## src/rtl/sqrt_msq_acc.sv

```systemverilog
// rtl/sqrt_msq_acc.sv - mean-square accumulator feeding the SQRT stage
//
// Purpose:
//   Squares a stream of signed Q4.4 samples. Sums 2^LOG2N consecutive squares.
//   Emits their mean as an unsigned Q8.8 word with a one-cycle valid strobe.
//   The output is held between windows so a downstream iterative square root
//   can converge on it.
//
// Parameters:
//   LOG2N          log2 of the window length N (legal range 0..8)
//
// Ports:
//   clk_i          system clock, rising edge
//   rst_ni         asynchronous active-low reset
//   clear_i        synchronous window abort; also drops the same-edge sample
//   sample_valid_i sample_i is valid this cycle
//   sample_i       signed two's-complement Q4.4 sample
//   data_o         unsigned Q8.8 mean of squares, held between windows
//   data_valid_o   one-cycle pulse when data_o updates
//   busy_o         window partially accumulated or a square in flight
//
// Build option:
//   MSQ_ROUND_EN   when defined, the mean is rounded half-up instead of truncated

module sqrt_msq_acc #(
  parameter int LOG2N = 2
) (
  input  logic        clk_i,
  input  logic        rst_ni,
  input  logic        clear_i,
  input  logic        sample_valid_i,
  input  logic [7:0]  sample_i,
  output logic [15:0] data_o,
  output logic        data_valid_o,
  output logic        busy_o
);

  // The accumulator carries LOG2N guard bits, so a full window of 0x4000
  // squares cannot overflow it.
  localparam int AW = 16 + LOG2N;
  // With LOG2N=0 there is no real counter. A 1-bit register is kept so the
  // code stays uniform; it never leaves zero in that case.
  localparam int CW = (LOG2N > 0) ? LOG2N : 1;
  localparam logic [CW-1:0] CNT_LAST = CW'((1 << LOG2N) - 1);

`ifdef MSQ_ROUND_EN
  // Half an LSB of the shifted result. (1<<LOG2N)>>1 is 0 for LOG2N=0.
  localparam logic [AW-1:0] RND = AW'((1 << LOG2N) >> 1);
`else
  localparam logic [AW-1:0] RND = '0;
`endif

  // Stage 1 registers: the square and its valid flag
  logic [15:0]   sq_q, sq_d;
  logic          sq_v_q, sq_v_d;

  // Stage 2 registers: the running sum, the window position and the output
  logic [AW-1:0] acc_q, acc_d;
  logic [CW-1:0] cnt_q, cnt_d;
  logic [15:0]   data_q, data_d;
  logic          dv_q, dv_d;

  // Sign-extend to 16 bits before multiplying. The low 16 bits of the product
  // are then the exact square. The largest square is (-128)^2 = 0x4000, so the
  // result is always non-negative in Q8.8.
  logic signed [15:0] sample_ext;
  logic signed [15:0] square;

  assign sample_ext = {{8{sample_i[7]}}, sample_i};
  assign square     = sample_ext * sample_ext;

  logic          win_last;
  logic [AW-1:0] acc_sum;
  logic [AW-1:0] mean_full;

  assign win_last  = (LOG2N == 0) ? 1'b1 : (cnt_q == CNT_LAST);
  assign acc_sum   = acc_q + AW'(sq_q);
  assign mean_full = (acc_sum + RND) >> LOG2N;

  always_comb begin
    sq_d   = sq_q;
    sq_v_d = 1'b0;
    acc_d  = acc_q;
    cnt_d  = cnt_q;
    data_d = data_q;
    dv_d   = 1'b0;

    if (clear_i) begin
      // The square in flight and the sample on this edge are both dropped.
      // data_o keeps its last value.
      acc_d  = '0;
      cnt_d  = '0;
    end else begin
      if (sample_valid_i) begin
        sq_d   = 16'(square);
        sq_v_d = 1'b1;
      end

      if (sq_v_q) begin
        if (win_last) begin
          // Completing edge. Clearing acc here lets the next window's first
          // square land without a bubble.
          data_d = mean_full[15:0];
          dv_d   = 1'b1;
          acc_d  = '0;
          cnt_d  = '0;
        end else begin
          acc_d  = acc_sum;
          cnt_d  = cnt_q + 1'b1;
        end
      end
    end
  end

  always_ff @(posedge clk_i or negedge rst_ni) begin
    if (!rst_ni) begin
      sq_q   <= '0;
      sq_v_q <= 1'b0;
      acc_q  <= '0;
      cnt_q  <= '0;
      data_q <= '0;
      dv_q   <= 1'b0;
    end else begin
      sq_q   <= sq_d;
      sq_v_q <= sq_v_d;
      acc_q  <= acc_d;
      cnt_q  <= cnt_d;
      data_q <= data_d;
      dv_q   <= dv_d;
    end
  end

  assign data_o       = data_q;
  assign data_valid_o = dv_q;
  assign busy_o       = sq_v_q | (cnt_q != '0);

endmodule

```

## config.mk

```make
export PLATFORM = sky130hd
export DESIGN_NAME = sqrt_msq_acc
export DESIGN_NICKNAME = d
export VERILOG_FILES = /design/src/rtl/sqrt_msq_acc.sv
export SDC_FILE = /design/constraint.sdc
export NUM_CORES = 1
export LEC_CHECK = 0
export BUFFER_PORTS_ARGS = -buffer_cell sky130_fd_sc_hd__buf_4
export CORE_UTILIZATION = 57
export DETAILED_ROUTE_END_ITERATION = 10
export PLACE_DENSITY = 0.78
export SLEW_MARGIN = 0
export SYNTH_ARGS = -nofsm -noshare
export SYNTH_HDL_FRONTEND = slang
export SYNTH_SLANG_ARGS = --single-unit
```

## constraint.sdc

```tcl
create_clock -name clk_i -period 2.2 [get_ports clk_i]
set_clock_uncertainty 0.2 [all_clocks]
set_input_delay 0.33 -clock clk_i [delete_from_list [all_inputs] [get_ports clk_i]]
set_output_delay 0.33 -clock clk_i [all_outputs]
set_load 0.01 [all_outputs]
```

==> results of run 1 <==
## routing by layer
| layer | GRT usage (%) | vias to the layer above | share of wire (%) |
|---|---|---|---|
| met2 | 59.62 | 163 | 55 |
| met1 | 35.60 | 2286 | 37 |
| met4 | 9.681 | 0 | 4.1 |
| met5 | 0 | - | 0 |
| li1 | - | 2135 | - |
| met3 | 2.347 | 55 | 3.8 |
## cells in the mapped netlist (all sizes together), types with 5 or more instances
cell type,n,area [sq um]
a21oi,23,126.4
and4,5,46.29
ha,47,588.1
a31oi,9,68.81
fa,42,840.8
nor2b,7,43.79
a31o,5,43.80
mux2,8,90.09
clkbuf,11,41.29
xor2,9,78.83
nand3,11,55.05
nor3,10,50.05
inv,85,319.1
a21o,7,52.55
nand2b,7,43.79
nor2,26,97.59
nand2,49,183.9
o21a,8,67.56
xnor2,21,183.9
a211oi,5,37.54
o21ai,33,176.4
a22o,10,87.58
dfrtp,53,1326
and2,9,58.81
## stage by stage
| step | hold WS [ns] | cells | setup TNS, ns | setup WS (ns) | power, mW |
|---|---|---|---|---|---|
| global route | 0.01938 | 799 | -19.63 | -1.891 | 8.152 |
| global placement | 0.1953 | 761 | -20.51 | -2.107 | 5.430 |
| CTS | 0.02022 | 785 | -16.41 | -1.736 | 6.818 |
| floorplan | -0.1656 | 546 | -16.49 | -1.927 | 4.310 |
| finish | 0.01369 | 799 | -17.35 | -1.780 | 7.625 |
| detailed placement | 0.2029 | 761 | -21.90 | -2.235 | 5.580 |
## state kept, by name, indices dropped and copies added (netlist names)
register / flops
data_o: 16
sq_v_q: 1
cnt_q: 2
sq_q: 15
data_valid_o: 1
acc_q: 18
## kinds of logic after synthesis
| family | after synthesis |
|---|---|
| multiplexers | 10 |
| flip-flops | 53 |
| AO/OA/AOI/OAI | 117 |
| buffers and inverters | 98 |
| adder cells (fa/ha/maj) | 89 |
| AND/OR/NAND/NOR | 149 |
| XOR/XNOR | 30 |
## report_power, final
part | internal, mW | total, mW | switching, mW | leakage [nW]
combinational | 2.87 | 5.69 | 2.82 | 2.72
sequential | 1.16 | 1.34 | 0.183 | 0.709
clock | 0.233 | 0.587 | 0.354 | 0.0487
## how the worst max path moves through the flow
stage	to	slack, ns	cells after the start
global route	sq_q[12]$_DFFE_PN0P_	-1.89	19
floorplan	sq_q[14]$_DFFE_PN0P_	-1.93	17
detailed placement	sq_q[14]$_DFFE_PN0P_	-2.24	17
global placement	sq_q[14]$_DFFE_PN0P_	-2.11	17
CTS	sq_q[13]$_DFFE_PN0P_	-1.74	16
finish	sq_q[13]$_DFFE_PN0P_	-1.78	17
## what timing repair did
item,in CTS,in global routing
hold buffers,1,0
setup buffers,15,14
pin swaps,56,35
setup endpoints to repair,29,32
gates resized for setup,88,47
endpoints found under the hold margin,53,0
## worst reg2reg max path, cell delays in order, from the launching register on
cell and delay [ns]:
dfrtp_1 0.45, ha_4 0.31, a21o_1 0.14, a21oi_2 0.08, o211ai_4 0.25, buf_6 0.15
a31oi_4 0.11, or4b_1 0.49, nand3_1 0.09
## area by class of cell
class | instances | area, sq um | area share, %
clock buffer | 5 | 68.82 | 0.9407
timing repair buffer | 150 | 1241 | 16.97
sequential | 53 | 1326 | 18.13
inverter | 85 | 335.3 | 4.584
clock inverter | 3 | 26.28 | 0.3592
multi-input combinational | 395 | 4183 | 57.17
tap | 108 | 135.1 | 1.847
==> results.sh, run 1 <==
export IMPL_status="complete, but fails checks"
export IMPL_failed_checks="setup timing"
export IMPL_grt_max_degree=54
export IMPL_post_route_cell_area_sq_um=7316
export IMPL_min_path_cells=2
export IMPL_maxCapViolations=0
export IMPL_fillerInstances=455
export IMPL_die_y_um=96.48
export IMPL_tightest_slew_ns=0.6369
export IMPL_routed_via_count=4639
export IMPL_required_ns=2.20
export IMPL_period_share_pct=180.9
export IMPL_r2r_cells=8
export IMPL_io_pins=30
export IMPL_globalRouteOverflowTotal=0
export IMPL_start_kind="primary input"
export IMPL_hp_start="clear_i"
export IMPL_power_density_nw_per_um2=1042
export IMPL_synth_seq_area_share_pct=26.07
export IMPL_gp_congestion=0.8776
export IMPL_synth_cells=546
export IMPL_drive_above_1_share_pct=42.55
export IMPL_report_final_slew_viol_count=0
export IMPL_dieArea_sq_um=9307
export IMPL_dr_pass1_iters=7
export IMPL_rows=34
export IMPL_antenna_cells=0
export IMPL_hp_class="primary input to register"
export IMPL_cts_made_buffers=5
export IMPL_drtIter0Drc=229
export IMPL_min_to="cnt_q[1]$_DFFE_PN0P_"
export IMPL_synth_seq_cells=53
export IMPL_hold_viol_final=0
export IMPL_antenna_found_initial=0
export IMPL_grt_pass1_wl_mm=21.91
export IMPL_layout_commonest_cell="buf_4"
export IMPL_layout_common_cells="128 x buf_4, 66 x inv_1, 53 x dfrtp_1, 41 x nand2_1, 38 x fa_1"
export IMPL_path_max_fanout=5
export IMPL_root_buffer="clkbuf_8"
export IMPL_drc_errors=0
export IMPL_relSlewSlack_pct=57.54
export IMPL_cp_arrival_ns=3.98
export IMPL_synth_xor_area_share_pct=5.165
export IMPL_async_flop_share_pct=100.0
export IMPL_ys_types=61
export IMPL_setup_viol=25
export IMPL_final_antenna_net_count=0
export IMPL_synth_edf_count=0
export IMPL_synthAdderAreaFrac_pct=28.09
export IMPL_crit_buf_inv=5
export IMPL_synth_compound_area_share_pct=16.13
export IMPL_synth_simple_area_share_pct=15.08
export IMPL_hpwl_mm=9.045
export IMPL_worst_slack_ns=-1.780
export IMPL_grt_pass1_vias=4705
export IMPL_final_nets=791
export IMPL_synth_warning_count=0
export IMPL_critPathTopFamily="adder cells"
export IMPL_fp_dieW_um=96.48
export IMPL_cts_tree="yes"
export IMPL_netlist_area_sq_um=5087
export IMPL_track_usage_pct=30.78
export IMPL_placed_area_sq_um=6264
export IMPL_area_growth_pct=43.80
export IMPL_slowest_delay_ns=0.55
export IMPL_critical_path_class="primary input to register"
export IMPL_cts_htree_levels=2
export IMPL_final_util_pct=84.30
export IMPL_synthMuxAreaShare_pct=2.164
export IMPL_clock_fmax_ghz=0.2513
export IMPL_clock_latency_ns=0.32
export IMPL_crit_slowest_cell="fa_1"
export IMPL_wirelength_mm=14.79
export IMPL_worstReg2RegStart="acc_q[2]$_DFFE_PN0P_"
export IMPL_r2r_end="acc_q[10]$_DFFE_PN0P_"
export IMPL_synth_nets=647
export IMPL_crit_start="sample_i[2]"
export IMPL_cts_path_max_buffers=2
export IMPL_synth_top_family_by_area="adder cells"
export IMPL_path_clk_slew_ns=0.09
export IMPL_cts_sinks=53
export IMPL_start_util_pct=58.62
export IMPL_path_cells="buf_4 -> buf_4 -> nand2_4 -> inv_1 -> fa_1 -> inv_1 -> fa_1 -> fa_1 -> fa_1 -> inv_1 -> ha_4 -> o21ai_4 -> nor3_2 -> a221oi_2 -> nor2b_4 -> xnor2_1 -> o21ai_1"
export IMPL_rsz0062_at_grt="true"
export IMPL_critPathCaptureType="register"
export IMPL_synth_avg_cell_area_sq_um=9.318
export IMPL_leakagePower_nw=3.481
export IMPL_ir_drop_v=0.0005405
export IMPL_r2r_slack_ns=-0.12
export IMPL_core_area_sq_um=8678
export IMPL_period_needed_ns=3.980
export IMPL_wl_per_cell_um=18.51
export IMPL_vias_per_cell=5.806
export IMPL_portBuffers=29
export IMPL_path_common_cell="fa_1"
export IMPL_dominantRegCellSynth="dfrtp_1"
No activity file was read; power rests on OpenSTA's default activity.
==> run 2: changes to the inputs <==
Settings changed: CELL_PAD_IN_SITES_DETAIL_PLACEMENT set to 1, CELL_PAD_IN_SITES_GLOBAL_PLACEMENT set to 1, CORE_UTILIZATION 57 to 44, PLACE_DENSITY 0.78 to unset, PLACE_DENSITY_LB_ADDON set to 0.1.
==> run 2 against run 1 <==
- the run still ends with setup timing left
- register-to-register slack worse by 0.07 ns
- combinational power is 8.3% higher
- final cell count is 4.5% higher
- worst hold slack better by 0.0089 ns
- largest power group unchanged
- clock power is 39% higher
- utilization is 16 points lower
- setup slack worse by 0.079 ns
- fmax is 2.0% lower
- sequential power hardly changed
- non-clock buffer count is 4 higher
- cell area is 2.6% higher
- highest routed layer unchanged
==> results.sh, run 2 (synthesis results as in run 1) <==
export IMPL_cp_arrival_ns=4.05
export IMPL_area_growth_pct=47.59
export IMPL_antenna_found_initial=0
export IMPL_routed_via_count=4692
export IMPL_leakagePower_nw=3.561
export IMPL_critPathTopFamily="adder cells"
export IMPL_tightest_slew_ns=0.6853
export IMPL_globalRouteOverflowTotal=0
export IMPL_dr_pass1_iters=4
export IMPL_final_nets=795
export IMPL_cts_made_buffers=5
export IMPL_die_y_um=109.5
export IMPL_cts_path_max_buffers=2
export IMPL_path_common_cell="fa_1"
export IMPL_drive_above_1_share_pct=44.32
export IMPL_timing_hold_ws_ns=0.02261
export IMPL_clock_latency_ns=0.31
export IMPL_hpwl_mm=11.31
export IMPL_period_share_pct=184.5
export IMPL_power_mw=8.324
export IMPL_critical_path_class="primary input to register"
export IMPL_cts_tree="yes"
export IMPL_track_usage_pct=27.69
export IMPL_critPathCaptureType="register"
export IMPL_power_density_nw_per_um2=1109
export IMPL_path_max_fanout=5
export IMPL_grt_pass1_wl_mm=25.32
export IMPL_path_clk_slew_ns=0.07
export IMPL_setup_viol=33
export IMPL_largest_register_ffs=18
export IMPL_core_area_sq_um=11030
export IMPL_dieArea_sq_um=12000
export IMPL_start_util_pct=46.12
export IMPL_grt_pass1_vias=4990
export IMPL_final_antenna_net_count=0
export IMPL_layout_common_cells="127 x buf_4, 64 x inv_1, 53 x dfrtp_1, 38 x nand2_1, 37 x fa_1"
export IMPL_crit_buf_inv=5
export IMPL_cts_sinks=53
export IMPL_failed_checks="setup timing"
export IMPL_largest_register="acc_q"
export IMPL_antenna_cells=0
export IMPL_worst_slack_ns=-1.859
export IMPL_wirelength_mm=17.94
export IMPL_maxCapViolations=0
export IMPL_drc_errors=0
export IMPL_start_kind="primary input"
export IMPL_grt_max_degree=54
export IMPL_clock_fmax_ghz=0.2463
export IMPL_vias_per_cell=5.619
export IMPL_required_ns=2.19
export IMPL_wl_per_cell_um=21.49
export IMPL_report_final_slew_viol_count=0
export IMPL_hp_class="primary input to register"
export IMPL_io_pins=30
export IMPL_portBuffers=29
export IMPL_relSlewSlack_pct=54.31
export IMPL_period_needed_ns=4.059
export IMPL_layout_commonest_cell="buf_4"
export IMPL_fp_dieW_um=109.5
export IMPL_rows=38
export IMPL_slowest_delay_ns=0.51
export IMPL_crit_slowest_cell="fa_1"
export IMPL_drtIter0Drc=313
export IMPL_rsz0062_at_grt="true"
export IMPL_status="complete, but fails checks"
export IMPL_cts_htree_levels=2
export IMPL_path_cells="buf_4 -> inv_2 -> nor2_4 -> buf_4 -> ha_1 -> a31o_2 -> fa_1 -> fa_1 -> inv_1 -> fa_1 -> inv_2 -> ha_4 -> nor3_4 -> nor3_2 -> a221oi_2 -> nor2b_2 -> xnor2_1 -> o21ai_1"
export IMPL_hold_viol_final=0
export IMPL_root_buffer="clkbuf_16"
export IMPL_ir_drop_v=0.0005777
export IMPL_gp_congestion=0.8730
[run 2: changes by cell type in the layout (fill, tap and decap cells not counted), moves of 3 or more]
| cell | previous run | this run |
|---|---|---|
| ha_1 | 19 | 23 |
| nand2_1 | 41 | 38 |
| clkbuf_8 | 5 | 0 |
| nor2b_2 | 1 | 4 |
| nand2_4 | 2 | 6 |
| clkbuf_16 | 0 | 5 |
| inv_2 | 14 | 17 |
| ha_4 | 25 | 22 |
| o21ai_1 | 10 | 14 |
| o21ai_0 | 15 | 12 |
| buf_6 | 16 | 19 |
[run 2: area by class of cell]
cell class / instances / area (sq um)
clock buffer: 5 / 125.1
clock inverter: 3 / 22.52
fill: 1135 / 3522
inverter: 85 / 331.6
multi-input combinational: 395 / 4225
sequential: 53 / 1326
tap: 140 / 175.2
timing repair buffer: 154 / 1303
[run 2: through the flow]
step | utilization (%) | setup TNS [ns] | setup WS, ns | cell area [sq um] | std cells
3_5_place_dp | 57.76 | -24.18 | -2.334 | 6371 | 797
5_1_grt | 68.07 | -22.13 | -2.049 | 7508 | 835
6_report | 68.07 | -19.27 | -1.859 | 7508 | 835
2_1_floorplan | - | -16.49 | -1.927 | 5311 | 546
4_1_cts | 64.46 | -17.54 | -1.827 | 7111 | 819
3_3_place_gp | 57.76 | -21.03 | -2.200 | 6371 | 797
[run 2: per-layer routing]
layer	part of all wire [%]	vias to the layer above	GRT usage [%]
met5	0	-	0
met4	3.0	0	7.810
met3	2.6	44	2.667
met2	56	104	54.90
met1	38	2402	31.00
li1	-	2142	-
[run 2: timing repair]
action,in CTS,in global routing
setup endpoints to repair,32,34
gates resized for setup,101,56
setup buffers,15,19
hold endpoints to repair,53,0
hold buffers,1,0
pin swaps,67,46
[run 2: worst reg2reg max path: stages, from the launching register on]
cell and delay, ns:
dfrtp_1 0.43, ha_4 0.20, ha_4 0.16, a21o_1 0.21, a21oi_4 0.18, o211ai_4 0.14, buf_6 0.16, a311oi_4 0.26
mux2i_1 0.26, nand2_1 0.08
[run 2: power breakdown]
group          internal (mW)  switching (mW)  leakage, nW  total [mW]
combinational           3.04            3.12         2.79        6.16
sequential              1.16           0.192        0.709        1.35
clock                  0.422           0.390       0.0621       0.813
total                   4.62            3.70         3.56        8.32
[run 2: path summary, 6_finish.rpt]
path                       depth (start not counted)  slack [ns]                     end             startpoint
max in group asynchronous                          2        0.92    cnt_q[0]$_DFFE_PN0P_                 rst_ni
min                                                2        0.02    cnt_q[1]$_DFFE_PN0P_                clear_i
min reg2reg                                        2        0.29   data_o[3]$_DFFE_PN0P_  data_o[3]$_DFFE_PN0P_
max                                               18       -1.86    sq_q[13]$_DFFE_PN0P_            sample_i[3]
max reg2reg                                        9       -0.19  data_o[14]$_DFFE_PN0P_    sq_q[0]$_DFFE_PN0P_
min in group asynchronous                          2        0.42  data_valid_o$_DFF_PN0_                 rst_ni
